File: src/rtl/serial_cmd_sequencer_pkg.sv
// Shared serial definitions: idle-line codes, speed codes and the sequencer
// state encoding. The downstream serializer imports the same package so both
// ends agree on what each field value means.
package serial_cmd_sequencer_pkg;

    // Line level driven by the serializer between packets
    localparam logic [1:0] IDLE_LOW    = 2'b00;
    localparam logic [1:0] IDLE_HIGH   = 2'b01;
    localparam logic [1:0] IDLE_KEEP   = 2'b10;
    localparam logic [1:0] IDLE_REPEAT = 2'b11;

    // Bit-rate select
    localparam logic LOW_SPEED  = 1'b0;
    localparam logic HIGH_SPEED = 1'b1;

    // Command sequencer states
    typedef enum logic [2:0] {
        ST_IDLE      = 3'd0,
        ST_LOAD      = 3'd1,
        ST_START     = 3'd2,
        ST_WAIT_DONE = 3'd3,
        ST_GAP       = 3'd4
    } seq_state_t;

endpackage

File: src/rtl/serial_cmd_sequencer_cmd_fifo.sv
// Small synchronous command FIFO. Pointers wrap naturally because DEPTH is a
// power of two; the separate occupancy counter tells full from empty.
// A flush clears pointers and count and wins over any push/pop that cycle.
module cmd_fifo #(
    parameter int WIDTH = 11,
    parameter int DEPTH = 4
) (
    input  logic                    clk,
    input  logic                    rst_n,
    input  logic                    flush,
    input  logic                    push,
    input  logic [WIDTH-1:0]        push_data,
    input  logic                    pop,
    output logic [WIDTH-1:0]        head_data,
    output logic                    full,
    output logic                    empty,
    output logic [$clog2(DEPTH):0]  count
);

    localparam int PTR_W = $clog2(DEPTH);
    localparam logic [PTR_W:0] FULL_CNT = (PTR_W + 1)'(DEPTH);

    logic [WIDTH-1:0] mem [DEPTH];
    logic [PTR_W-1:0] rd_ptr;
    logic [PTR_W-1:0] wr_ptr;
    logic             push_ok;
    logic             pop_ok;

    assign full      = (count == FULL_CNT);
    assign empty     = (count == '0);
    assign push_ok   = push && !full && !flush;
    assign pop_ok    = pop && !empty && !flush;
    assign head_data = mem[rd_ptr];

    // Pointer and occupancy bookkeeping
    always_ff @(posedge clk or posedge rst_n) begin
        if (rst_n) begin
            rd_ptr <= '0;
            wr_ptr <= '0;
            count  <= '0;
        end else if (flush) begin
            rd_ptr <= '0;
            wr_ptr <= '0;
            count  <= '0;
        end else begin
            if (push_ok) begin
                wr_ptr <= wr_ptr + 1'b1;
            end
            if (pop_ok) begin
                rd_ptr <= rd_ptr + 1'b1;
            end
            if (push_ok && !pop_ok) begin
                count <= count + 1'b1;
            end else if (pop_ok && !push_ok) begin
                count <= count - 1'b1;
            end
        end
    end

    // Entry storage; contents need no reset since count gates every read
    always_ff @(posedge clk) begin
        if (push_ok) begin
            mem[wr_ptr] <= push_data;
        end
    end

endmodule

File: src/rtl/serial_cmd_sequencer.sv
// Command sequencer in front of a serializer: queues host commands, hands
// them out one at a time with a start pulse, waits for the serializer's done
// tick (bounded by a timeout), and leaves a fixed idle gap between packets.
// An abort flushes the queue and stops the serializer if it was engaged.
module serial_cmd_sequencer
    import serial_cmd_sequencer_pkg::*;
#(
    parameter int DATA_BIT    = 8,
    parameter int DEPTH       = 4,
    parameter int GAP_CYCLES  = 2,
    parameter int TIMEOUT_CYC = 4096
) (
    input  logic                    clk,
    input  logic                    rst_n,
    input  logic                    wr_valid,
    output logic                    wr_ready,
    input  logic [DATA_BIT-1:0]     wr_data,
    input  logic                    wr_sel_freq,
    input  logic [1:0]              wr_idle_mode,
    input  logic                    i_abort,
    input  logic                    i_done_tick,
    output logic                    o_start,
    output logic                    o_stop,
    output logic [DATA_BIT-1:0]     o_data,
    output logic                    o_sel_freq,
    output logic [1:0]              o_idle_mode,
    output logic                    o_busy,
    output logic [$clog2(DEPTH):0]  o_count,
    output logic                    o_pkt_done_tick,
    output logic                    o_timeout_tick
);

    localparam int CMD_W = DATA_BIT + 3;
    localparam int TO_W  = (TIMEOUT_CYC > 1) ? $clog2(TIMEOUT_CYC) : 1;
    localparam int GAP_W = (GAP_CYCLES > 1) ? $clog2(GAP_CYCLES) : 1;
    localparam logic [TO_W-1:0]  TO_LAST  = TO_W'(TIMEOUT_CYC - 1);
    localparam logic [GAP_W-1:0] GAP_LAST = GAP_W'(GAP_CYCLES - 1);

    seq_state_t          state;
    seq_state_t          state_nxt;
    logic [TO_W-1:0]     wait_cnt;
    logic [TO_W-1:0]     wait_cnt_nxt;
    logic [GAP_W-1:0]    gap_cnt;
    logic [GAP_W-1:0]    gap_cnt_nxt;
    logic                start_nxt;
    logic                stop_nxt;
    logic                done_nxt;
    logic                timeout_nxt;
    logic                load_en;

    logic                fifo_push;
    logic                fifo_full;
    logic                fifo_empty;
    logic [CMD_W-1:0]    fifo_head;

    assign wr_ready  = !fifo_full && !i_abort;
    assign fifo_push = wr_valid && wr_ready;
    assign o_busy    = (state != ST_IDLE) || !fifo_empty;

    cmd_fifo #(
        .WIDTH (CMD_W),
        .DEPTH (DEPTH)
    ) u_cmd_fifo (
        .clk       (clk),
        .rst_n     (rst_n),
        .flush     (i_abort),
        .push      (fifo_push),
        .push_data ({wr_data, wr_sel_freq, wr_idle_mode}),
        .pop       (load_en),
        .head_data (fifo_head),
        .full      (fifo_full),
        .empty     (fifo_empty),
        .count     (o_count)
    );

    // Next-state and pulse decode; abort overrides everything
    always_comb begin
        state_nxt    = state;
        wait_cnt_nxt = '0;
        gap_cnt_nxt  = '0;
        start_nxt    = 1'b0;
        stop_nxt     = 1'b0;
        done_nxt     = 1'b0;
        timeout_nxt  = 1'b0;
        load_en      = 1'b0;
        if (i_abort) begin
            state_nxt = ST_IDLE;
            stop_nxt  = (state != ST_IDLE);
        end else begin
            case (state)
                ST_IDLE: begin
                    if (!fifo_empty) begin
                        state_nxt = ST_LOAD;
                    end
                end
                ST_LOAD: begin
                    load_en   = 1'b1;
                    start_nxt = 1'b1;
                    state_nxt = ST_START;
                end
                ST_START: begin
                    state_nxt = ST_WAIT_DONE;
                end
                ST_WAIT_DONE: begin
                    if (i_done_tick) begin
                        done_nxt  = 1'b1;
                        state_nxt = (GAP_CYCLES == 0) ? ST_IDLE : ST_GAP;
                    end else if (wait_cnt == TO_LAST) begin
                        stop_nxt    = 1'b1;
                        timeout_nxt = 1'b1;
                        state_nxt   = ST_IDLE;
                    end else begin
                        wait_cnt_nxt = wait_cnt + 1'b1;
                    end
                end
                ST_GAP: begin
                    if (gap_cnt == GAP_LAST) begin
                        state_nxt = ST_IDLE;
                    end else begin
                        gap_cnt_nxt = gap_cnt + 1'b1;
                    end
                end
                default: begin
                    state_nxt = ST_IDLE;
                end
            endcase
        end
    end

    // State, counters and registered one-cycle pulses
    always_ff @(posedge clk or posedge rst_n) begin
        if (rst_n) begin
            state           <= ST_IDLE;
            wait_cnt        <= '0;
            gap_cnt         <= '0;
            o_start         <= 1'b0;
            o_stop          <= 1'b0;
            o_pkt_done_tick <= 1'b0;
            o_timeout_tick  <= 1'b0;
        end else begin
            state           <= state_nxt;
            wait_cnt        <= wait_cnt_nxt;
            gap_cnt         <= gap_cnt_nxt;
            o_start         <= start_nxt;
            o_stop          <= stop_nxt;
            o_pkt_done_tick <= done_nxt;
            o_timeout_tick  <= timeout_nxt;
        end
    end

    // Command fields held for the serializer from one load to the next
    always_ff @(posedge clk or posedge rst_n) begin
        if (rst_n) begin
            o_data      <= '0;
            o_sel_freq  <= LOW_SPEED;
            o_idle_mode <= IDLE_LOW;
        end else if (load_en) begin
            {o_data, o_sel_freq, o_idle_mode} <= fifo_head;
        end
    end

endmodule

File: config.mk
export PLATFORM = sky130hd
export DESIGN_NAME = serial_cmd_sequencer
export DESIGN_NICKNAME = d
export VERILOG_FILES = /design/src/rtl/serial_cmd_sequencer_pkg.sv /design/src/rtl/serial_cmd_sequencer_cmd_fifo.sv /design/src/rtl/serial_cmd_sequencer.sv
export SDC_FILE = /design/constraint.sdc
export NUM_CORES = 1
export LEC_CHECK = 0
export CAP_MARGIN = 30
export CORE_ASPECT_RATIO = 0.6
export CORE_MARGIN = 2
export CORE_UTILIZATION = 30
export CTS_BUF_LIST = sky130_fd_sc_hd__clkbuf_2
export CTS_CLUSTER_SIZE = 30
export DETAILED_ROUTE_END_ITERATION = 6
export PLACE_DENSITY = 0.48
export SLEW_MARGIN = 0
export SYNTH_ARGS = -nofsm -noshare
export SYNTH_HDL_FRONTEND = slang
export SYNTH_SLANG_ARGS = --single-unit
File: constraint.sdc
create_clock -name clk -period 4.2 [get_ports clk]
set_input_delay 0.63 -clock clk [delete_from_list [all_inputs] [get_ports clk]]
set_output_delay 0.63 -clock clk [all_outputs]
set_load 0.03 [all_outputs]
==> reports/results.txt, run 1 <==
The flow ran to the end, and the final reports show no timing, DRC or antenna violations. For the number of CTS-inserted buffers, the log shows 9. The share of flip-flops with an asynchronous set or reset was 0.463; the number of buffers and inverters on the critical path was 3. In this run the deepest clock path goes through 2 buffers. The largest single stage delay on the critical path is 0.76 ns. Summed over all failing endpoints, the final setup total negative slack is 0 ns.

Post-CTS repair changed the size of 0 cells. Setup repair after global routing left no endpoint under its margin. The cell area power density came out at 510 mW/mm².

Final count of hold timing violations: 0. The global-route wire length before repair was 10900 µm. The row count was 30; the final number of setup-violating endpoints was 0. In this run the post-CTS setup repair buffer count came out at 0.

Once detailed placement completed, the half-perimeter wirelength came to 4400 µm. Tracing the worst setup path back leads to its startpoint at i_abort. The leading register cell type out of synthesis is edfxtp_1. The region available for standard cell placement spans 0.0112 mm².

The remaining antenna violation count came out at 0. Max-cap violations in this run came to 0. The worst path needs 3.05 ns of the cycle, external delays included.

In the final routed layout, each cell accounts on average for 15.1 µm. The CTS root buffer is clkbuf_2. Measured in cells, the most critical reg-to-reg path has a length of 10. The critical path goes through clkdlybuf4s50_1 > buf_4 > a21oi_1 > clkdlybuf4s50_1. The sum of overflow across all layers after global routing came out at 0. Horizontal die dimension: 141 µm. Power comes to 2.03 mW. The run gives 247 as the synthesized netlist cell count. Among all stages on the critical path, the largest delay is contributed by clkdlybuf4s50_1. Wires add up to 6560 µm. For the count of hold buffers inserted by post-cts repair, the log shows 0. The endpoint identified for the worst register-to-register timing path is u_cmd_fifo.count[2].

Entering global routing, the biggest net connects 39 pins. The normalized max-slew margin is 0.459, and the average cell area after synthesis is 13.8 µm². The share of final-layout standard cells stronger than drive strength 1 came out at 0.113. Counting stages on the worst path, the most repeated cell is clkdlybuf4s50_1.

Starting density of the core: 0.304. Chip height: 86.5 µm. The number of port buffers is 35, and the number of ports placed on the die boundary is 36.

The highest net fanout along the worst path was 13. Worst setup path category: input port to output port. Routed via count: 1985. The logs give 269 for the synthesized net count and 82 for the number of clock sinks seen by CTS. At the pin with the least slew margin, the transition time is 0.812 ns. With fillers left out, the area of the finished cells amounts to 0.00397 mm². Critical path launch point type: an input port. For the final worst clock skew, the log shows 0.0266 ns. The post-placement cell count is 419, and the starting DRC count in detailed routing is 150. The library cells used most frequently in the layout, excluding fill and tap cells, are edfxtp_1 (44), nand2_1 (41), dfrtp_1 (38).

The count of final max-slew check failures was 0; the maximum ir drop on the vdd rail was 0.153 mV. Total of flip-flops plus latches after synthesis: 82. For flop-to-flop paths, the worst setup slack is 1.32 ns. For the level count of the clock H-tree, the log shows 3. The critical path arrival was 2.42 ns.

Data on the critical path is required at its endpoint by 3.57 ns. The tightest min-delay check is of the input port to async pin type. Relative to the synthesized area, the layout overhead comes to 16.8%. The clock slew seen by the registers of the worst setup and hold paths was 0.22 ns.

The fmax was 328 MHz. In this run the static leakage power is 1.52 nW. In the routed design, unresolved DRC markers number 0.

Dividing the detail-routed via count by the number of cells gives 4.56. For the final standard cell count with taps included and fillers excluded, the log shows 435. The share of the clock period used by the worst path is 0.727, and the routability congestion estimate from global placement is 0.785.

0 antenna diodes ended up in the layout. Launching point of the worst reg2reg path: state[1]. Yosys mapped the design onto 40 distinct sky130hd cell types. The total global routing track utilization was 0.121.

The logs give 0.355 for the final cell utilization of the core and 0 for the total number of yosys warnings. The later pin in the worst-skew pair is clocked with a latency of 0.54 ns. The run gives 308 as the layout net count. The number of search-and-repair iterations in the first detailed-routing pass is 4. TritonCTS built the clock tree. The number of antenna violations at the first check in global routing is 0.

The run gives 1990 as the number of global-route vias before repair. The worst setup path is captured at an output port. Critical path's top delay family: buffers and inverters. After synthesis the cells add up to 0.00340 mm². Leaving out fill and tap cells, the most frequent cell in the layout is edfxtp_1. The number of enable flip-flop cells after synthesis was 44; the cell area after placement was 0.00389 mm².

The run gives 0.668 as the register area share after synthesis. Area of the die: 0.0122 mm².
area by class of cell:
cell class                 count  area, µm²
timing repair buffer          38        373
clock inverter                 7       36.3
multi-input combinational    145       1020
fill                        1083       7210
clock buffer                   9       45.0
tap                          144        180
inverter                      10       42.5
sequential                    82       2270
worst max path at each step:
stage	slack (ns)	depth (start not counted)	to
after CTS	1.13	3	wr_ready
after floorplan	1.43	11	u_cmd_fifo.count[2]
final	1.15	4	wr_ready
after global routing	1.02	3	wr_ready
after detailed placement	0.73	11	u_cmd_fifo.count[2]
after global placement	0.80	11	u_cmd_fifo.count[2]
where the power goes:
part / switching, mW / total (mW) / leakage [nW] / internal, mW
combinational: 0.357 / 0.634 / 0.562 / 0.277
clock: 0.263 / 0.333 / 0.0518 / 0.0699
sequential: 0.104 / 1.06 / 0.908 / 0.954
flip-flops by register name (all words and copies together) (netlist names):
| name | count |
|---|---|
| o_start | 1 |
| o_pkt_done_tick | 1 |
| u_cmd_fifo.rd_ptr | 2 |
| gap_cnt | 1 |
| o_sel_freq | 1 |
| u_cmd_fifo.mem | 44 |
| u_cmd_fifo.count | 3 |
| u_cmd_fifo.wr_ptr | 2 |
| state | 3 |
| o_timeout_tick | 1 |
| o_data | 8 |
| o_idle_mode | 2 |
| o_stop | 1 |
| wait_cnt | 12 |
per-stage QoR:
step                      setup WS, ns  hold WS, ns
after floorplan                   1.43        0.448
final                             1.15        0.477
after global routing              1.02        0.461
after CTS                         1.13        0.468
after global placement           0.804        0.478
after detailed placement         0.735        0.469
tightest hold or removal path, cell delays in order:
cell	delay (ns)
clkdlybuf4s50_1	0.40
inv_1	0.05
buf_4	0.42
cell families (layout without fill, tap and decap cells):
| group | Yosys count | count (layout) | share of synthesized area |
|---|---|---|---|
| AO/OA/AOI/OAI | 16 | 16 | 0.0331 |
| multiplexers | 12 | 12 | 0.0762 |
| flip-flops | 82 | 82 | 0.668 |
| adder cells (fa/ha/maj) | 6 | 6 | 0.0243 |
| AND/OR/NAND/NOR | 98 | 98 | 0.134 |
| buffers and inverters | 20 | 64 | 0.0313 |
| XOR/XNOR | 13 | 13 | 0.0335 |
routing by layer:
layer  track usage  up-vias  part of all wire
li1              -      964                 -
met1         0.182      960              0.53
met2         0.158       51              0.40
met3        0.0464       10             0.057
met4        0.0445        0             0.014
met5             0        -                 0
synth_stat cells (2+ instances only):
master,n,share of area
inv_1,9,0.0099
clkbuf_1,6,0.0066
dfrtp_1,38,0.28
nand4_1,3,0.0055
o21ai_0,3,0.0044
edfxtp_1,44,0.39
and3_1,8,0.015
and4_1,2,0.0052
nand3_1,6,0.0088
nor2_1,23,0.025
a31o_2,2,0.0052
xor2_1,6,0.015
mux4_2,11,0.073
xnor2_1,7,0.018
nor3_1,7,0.010
nand2_1,41,0.045
buf_2,2,0.0029
a21oi_1,2,0.0029
a211oi_1,2,0.0044
ha_1,5,0.018
Power figures use the tool's default switching activity.
==> run 2, diff against run 1 <==
--- a/config.mk
+++ b/config.mk
@@ -12,7 +12,7 @@
 export CTS_BUF_LIST = sky130_fd_sc_hd__clkbuf_2
 export CTS_CLUSTER_SIZE = 30
 export DETAILED_ROUTE_END_ITERATION = 6
-export PLACE_DENSITY = 0.48
+export PLACE_DENSITY = 0.49
 export SLEW_MARGIN = 0
 export SYNTH_ARGS = -nofsm -noshare
 export SYNTH_HDL_FRONTEND = slang
==> constraint.sdc (replaced) <==
create_clock -name clk -period 2.7 [get_ports clk]
set_input_delay 0.405 -clock clk [delete_from_list [all_inputs] [get_ports clk]]
set_output_delay 0.405 -clock clk [all_outputs]
set_load 0.03 [all_outputs]
==> run 2 against run 1 <==
Effect of this change: largest power group unchanged; largest cell class unchanged; critical endpoint is now u_cmd_fifo.count[2]; clock skew down 0.0025 ns; worst hold slack worse by 0.19 ns; highest routed layer unchanged; critical path depth up 5.
==> reports/results.txt, run 2 (synthesis gave the netlist of run 1 again) <==
The run finished with clean final reports. The detail route stage leaves a number of antenna-violating nets equal to 0. The share of the clock period used by the worst path works out to 0.922. For the final count of hold timing violations, the log shows 0. The level count of the clock H-tree came out at 3.

The critical path's largest stage delay is 0.59 ns, and the routed via count is 2056. The most critical setup path has its endpoint at u_cmd_fifo.count[2]. On the final layout, the worst clock skew is 0.0241 ns. STA puts the critical path data required time at 3.15 ns. The global-route met2 utilization came out at 0.172. Summed over all nets, the half-perimeter wirelength after detailed placement is 4540 µm. The area of the multi-input gates was 0.00102 mm²; the number of cell instances on the worst register-to-register path was 9.

The largest registers in the layout are u_cmd_fifo.mem (44), wait_cnt (12), o_data (8). In this run the core area contains 30 standard-cell rows. The logs give 0.00409 mm² for the final non-filler cell area and 0.0459 for the fraction of met3 tracks used by global routing.

The total global routing track utilization was 0.124; the starting DRC count in detailed routing was 178. Final worst-path setup slack: 0.210 ns. Most common library cell in the layout ignoring fill and taps: edfxtp_1. In this run the power density over the cells is 804 mW/mm². The cell repeated most along the worst path is and3_1. The layout net count was 321; the routability congestion estimate from global placement was 0.746.

The layout filler cell count was 1106. In the final routed layout, each cell accounts on average for 15.0 µm. The logs give 0.186 for the clock share of power and 0 for the count of final max-slew check failures. For this design the static power due to leakage is 1.60 nW. The top cell types in the final layout, fill and taps aside, are edfxtp_1 (44), nand2_1 (41), dfrtp_1 (38). VDD sags by at most 0.327 mV.

The count of instances resized after the clock tree is built was 1; the number of search-and-repair iterations in the first detailed-routing pass was 5. After detailed placement, the total cell area comes to 0.00399 mm². The most critical setup path has its startpoint at state[2]. The register with the most flip-flops in the layout has 44 of them.

Summed over all nets, the switching power comes to 1.13 mW. The critical path goes through or4b_1 > inv_6 > nand2_1 > and3_1 > fa_1 > inv_1 > nor3_1 > a311o_1 > and3_1. The number of antenna violations at the first check in global routing was 0. Setup repair after global routing left no endpoint under its margin. For the starting density of the core, the log shows 0.304. On the critical path, the stage with the largest delay is an instance of or4b_1. Setup violations remaining at the end of the flow were counted as 0. Share of final-layout standard cells stronger than drive strength 1: 0.155. The worst register-to-register path ends at u_cmd_fifo.count[2].

The tools report the launching point of the worst reg2reg path as state[2]. For this block, the routed nets add up to 6720 µm of wire. The reg2reg setup slack was 0.21 ns; the clock slew seen by the registers of the worst setup and hold paths was 0.22 ns. Across the run, the number of max-cap violations was 0. The tools report the critical path arrival as 2.94 ns.

After clock tree synthesis, the flow added hold-fix buffers numbering 0. Prior to clock tree synthesis, the placed netlist has a worst setup slack of -0.210 ns. The normalized max-slew margin came out at 0.604. The first global-routing pass estimated 11200 µm of wire.

For the final routed database, the setup TNS stands at 0 ns. The switching share of total power was 0.343. The tree is rooted in a clkbuf_2. met1 is the most crowded layer. Entering global routing, the biggest net connects 39 pins. The average vias per placed instance works out to 4.59. In the final layout, flip-flops and latches occupy 0.00227 mm². For the global routing usage on met1, the log shows 0.178.

The final hold slack came out at 0.283 ns. After global routing the overflow that remains totals 0. The tools report the number of global-route vias before repair as 2134. The largest register by flop count was u_cmd_fifo.mem. The post-layout minimum cycle time works out to 2.49 ns. From left edge to right edge, the die measures 141 µm. The run gives 402 MHz as the fmax.

The type of the most critical hold path was input port to async pin. Combinational power share: 0.329. Once the clock tree was built, the setup fixing pass inserted 0 buffers. Element type at the critical path end: a register. For this run, design rule violations remaining after detail routing come to 0.

For the share of total power in sequential cells, the log shows 0.485. The tools report the final cell utilization of the core as 0.365. The die covers 0.0122 mm².

The later pin in the worst-skew pair is clocked with a latency of 0.52 ns. For the pin with the worst max-slew slack, the measured transition is 0.594 ns. The number of clock sinks seen by CTS was 82; the highest net fanout along the worst path was 5. TritonCTS created 9 clock buffers. The chip height is 86.5 µm, and the maximum clock insertion buffer count is 2. The floorplan step defined a core boundary enclosing 0.0112 mm².

The number of antenna diodes in the final layout is 0. TritonCTS built the clock tree. Input and output buffers added on the ports amount to 35. The tools report the critical path launch point type as a register. In this run the count of I/O pins placed on the die edge is 36. The tools report the cell-internal power as 2.16 mW. The worst setup path category was register to register.

The synthesis-to-layout area growth is 20.2%.
[run 2: layout make-up]
type,instances,share of cell area
Timing Repair Buffer,51,0.114
Multi-Input combinational cell,145,0.250
Clock buffer,9,0.0110
Clock inverter,7,0.0144
Inverter,10,0.0104
Sequential cell,82,0.556
Tap cell,144,0.0441
[run 2: layer usage]
metal | vias up | part of all wire
met5 | - | 0
met4 | 0 | 0.0079
met3 | 5 | 0.046
met2 | 47 | 0.42
met1 | 1014 | 0.52
li1 | 990 | -
[run 2: through the flow]
step	power, mW	std cells
5_1_grt	3.51	448
4_1_cts	3.34	448
2_1_floorplan	2.30	247
6_report	3.29	448
3_3_place_gp	2.72	432
3_5_place_dp	2.73	432
[run 2: how the worst min path moves through the flow]
stage | from | to | slack, ns | cells after the start
global route | rst_n | o_idle_mode[1] | 0.27 | 3
CTS | rst_n | o_idle_mode[1] | 0.24 | 3
detailed placement | o_data[6] | o_data[6] | 0.47 | 2
global placement | o_sel_freq | o_sel_freq | 0.46 | 2
floorplan | wait_cnt[0] | wait_cnt[0] | 0.45 | 1
finish | rst_n | o_idle_mode[1] | 0.28 | 3
[run 2: worst max-delay path, delay by kind of cell, from the launching register on]
| family | cells | cell delay, ns |
|---|---|---|
| adders and majority gates | 1 | 0.39 |
| AOI/OAI and AO/OA | 1 | 0.31 |
| buffers and inverters | 2 | 0.17 |
| DFF | 1 | 0.47 |
| and+or+nand+nor | 5 | 1.07 |
[run 2: power groups by stage]
stage               Sequential, mW  Clock [mW]  Combinational, mW
CTS                           1.60       0.648               1.10
detailed placement            1.63           0               1.10
global route                  1.63       0.703               1.18
finish                        1.59       0.611               1.08
floorplan                     1.80           0              0.498
global placement              1.62           0               1.10
==> run 3, diff against run 2 <==
--- a/config.mk
+++ b/config.mk
@@ -12,7 +12,8 @@
 export CTS_BUF_LIST = sky130_fd_sc_hd__clkbuf_2
 export CTS_CLUSTER_SIZE = 30
 export DETAILED_ROUTE_END_ITERATION = 6
-export PLACE_DENSITY = 0.49
+export DONT_BUFFER_PORTS = 1
+export PLACE_DENSITY = 0.45
 export SLEW_MARGIN = 0
 export SYNTH_ARGS = -nofsm -noshare
 export SYNTH_HDL_FRONTEND = slang
==> run 3 against run 2 <==
Effect of this change: sequential share of layout area is 3.1 points higher; via count decreased by 5.6%; sequential cell count is the same; register-to-register slack worse by 0.02 ns; first-iteration DRC count decreased by 22%; count of clock-buffer cells in the layout is the same; wire length is 3.6% higher; global-route usage up 0.26 points; worst hold slack lost 0.21 ns; critical path type unchanged; largest power group unchanged.
==> reports/results.txt, run 3 (synthesis gave the netlist of run 1 again) <==
Once placement completed, the tool counted placed cells totaling 391. The level count of the clock H-tree was 3; the count of instances resized after the clock tree is built was 0. Overall power consumption after layout is estimated at 3.18 mW.

The share of final-layout standard cells stronger than drive strength 1 was 0.158. The switching share of total power came out at 0.369. After clock tree synthesis, the flow added hold-fix buffers numbering 15. From synthesis to final layout, the design area changed by 13.9%. The tools report the number of CTS-inserted buffers as 9.

Final cell utilization of the core: 0.346. The pre-CTS worst setup slack is 0.201 ns. The number of antenna violations at the first check in global routing was 0.

The share of the clock period used by the worst path is 0.930, and the switching power summed over all nets is 1.18 mW. Clock latency on the worst-skew pair, taken at its later pin, is 0.55 ns. The routability congestion estimate from global placement was 0.737. The number of global-route vias before repair came out at 1961. The worst hold path belongs to the class input port to register. The starting DRC count in detailed routing is 138, and the combinational power share is 0.222.

The largest registers in the layout are u_cmd_fifo.mem (44), wait_cnt (12), o_data (8). The clock share of power is 0.223. In this run the vertical extent of the chip is 86.5 µm. Entering global routing, the biggest net connects 22 pins.

For the worst setup path, the data arrival time is 2.98 ns. The logs give 0 for the count of final max-slew check failures and 0 ns for the sum of negative setup slack. In this run the clock root is driven by a clkbuf_2. u_cmd_fifo.mem holds more flip-flops than any other register. Across all hold checks on the routed design, the worst slack comes to 0.0719 ns.

The share of total power in sequential cells was 0.555; the remaining antenna violation count was 0. Setup slack closes at 0.190 ns. Counting cells, the worst reg-to-reg path comes to 9.

The run gives 82 as the number of clock sinks seen by CTS. The finished layout holds 422 standard cells, fillers aside. Detailed placement ended at an HPWL of 4510 µm. At the pin with the least slew margin, the transition time is 0.879 ns. IR analysis of the VDD net gives a maximum drop of 0.244 mV. The register with the most flip-flops in the layout has 44 of them. The cell count of the worst hold path is 2. The worst setup path is launched from a register. TritonCTS built the clock tree. Setup violations remaining at the end of the flow were counted as 0. The starting density of the core came out at 0.304.

The average vias per placed instance was 4.60; the normalized max-slew margin was 0.410. Once layout is done, the placed cells without fillers occupy 0.00387 mm². The tools report the total global routing track utilization as 0.126. The flow ran to the end, and the final reports show no timing, DRC or antenna violations.

Row generation in the floorplan step produced 30 rows. Maximum clock insertion buffer count: 2. For the global-route wire length before repair, the log shows 11200 µm. The worst setup path is of the register to register kind.

The average detailed-routed wire length per instance was 16.5 µm; the cell area power density was 822 mW/mm². The run gives 0.19 ns as the reg2reg setup slack. After filler insertion, the fill cell instance count of the layout stands at 1102.

36 I/O pins were placed. For the post-CTS setup buffer count, the log shows 0. STA puts the critical path data required time at 3.17 ns. The cell area after placement was 0.00359 mm²; the horizontal die dimension was 141 µm. Setup repair after global routing left no endpoint under its margin. The run gives 398 MHz as the fmax.

The tools report the cell-internal power as 2.01 mW. For this run, design rule violations remaining after detail routing come to 0. The highest net fanout along the worst path was 3; the clock slew seen by the registers of the worst setup and hold paths was 0.24 ns. The top cell types in the final layout, fill and taps aside, are edfxtp_1 (44), nand2_1 (41), dfrtp_1 (38). Across all layers, the routed design uses 1941 vias.

The tools report the number of diodes added for antenna fixing as 0. The core footprint was 0.0112 mm². Wires add up to 6970 µm.

The final worst clock skew is 0.0158 ns. The worst setup path is captured at a register. The die covers 0.0122 mm².

The post-layout minimum cycle time came out at 2.51 ns. The sum of overflow across all layers after global routing is 0, and the number of port buffers is 0. The leakage power of the design is 1.51 nW. The net count of the finished layout is 295.

Leaving out fill and tap cells, the most frequent cell in the layout is edfxtp_1. Max-cap violations in this run came to 0. The run gives 0 as the final count of hold timing violations. The run gives 4 as the number of search-and-repair iterations in the first detailed-routing pass.
[run 3: changes by cell type in the layout (fill, tap and decap cells not counted), sizes merged]
cell,previous run,this run
dlygate4sd2,1,0
dlygate4sd3,0,15
clkdlybuf4s50,33,0
inv,11,12
buf,17,10
clkinv,5,3
clkinvlp,0,1
[run 3: worst paths after layout]
kind / to / from
worst max-delay path: u_cmd_fifo.count[2] / state[1]
worst min-delay path: u_cmd_fifo.count[0] / i_abort
worst max register to register: u_cmd_fifo.count[2] / state[1]
worst min register to register: wait_cnt[0] / wait_cnt[0]
max in group asynchronous: gap_cnt / rst_n
min in group asynchronous: o_data[7] / rst_n
[run 3: power groups by stage]
| stage | clock, mW | combinational, mW | sequential, mW |
|---|---|---|---|
| after floorplan | 0 | 0.498 | 1.80 |
| after global placement | 0 | 0.697 | 1.79 |
| after detailed placement | 0 | 0.695 | 1.79 |
| after CTS | 0.746 | 0.723 | 1.77 |
| after global routing | 0.796 | 0.804 | 1.79 |
| final | 0.710 | 0.707 | 1.77 |
[run 3: per-layer routing]
metal | global-route usage | wire length, µm | up-vias
li1 | - | - | 943
met1 | 0.186 | 3700 | 955
met2 | 0.163 | 2820 | 36
met3 | 0.0552 | 367 | 7
met4 | 0.0427 | 82 | 0
met5 | 0 | 0 | -
[run 3: layout make-up]
| cell class | count | area (µm²) | area share |
|---|---|---|---|
| multi-input combinational | 145 | 1020 | 0.264 |
| tap | 144 | 180 | 0.0465 |
| timing repair buffer | 25 | 225 | 0.0581 |
| clock inverter | 7 | 86.3 | 0.0223 |
| inverter | 10 | 42.5 | 0.0110 |
| clock buffer | 9 | 45.0 | 0.0116 |
| sequential | 82 | 2270 | 0.587 |
[run 3: worst max-delay path, cell delays in order (launching register included)]
cell     delay, ns
dfrtp_1       0.44
or4b_1        0.61
inv_6         0.08
nand2_1       0.07
and3_1        0.19
fa_1          0.41
inv_1         0.09
nor3_1        0.06
a311o_1       0.31
and3_1        0.18
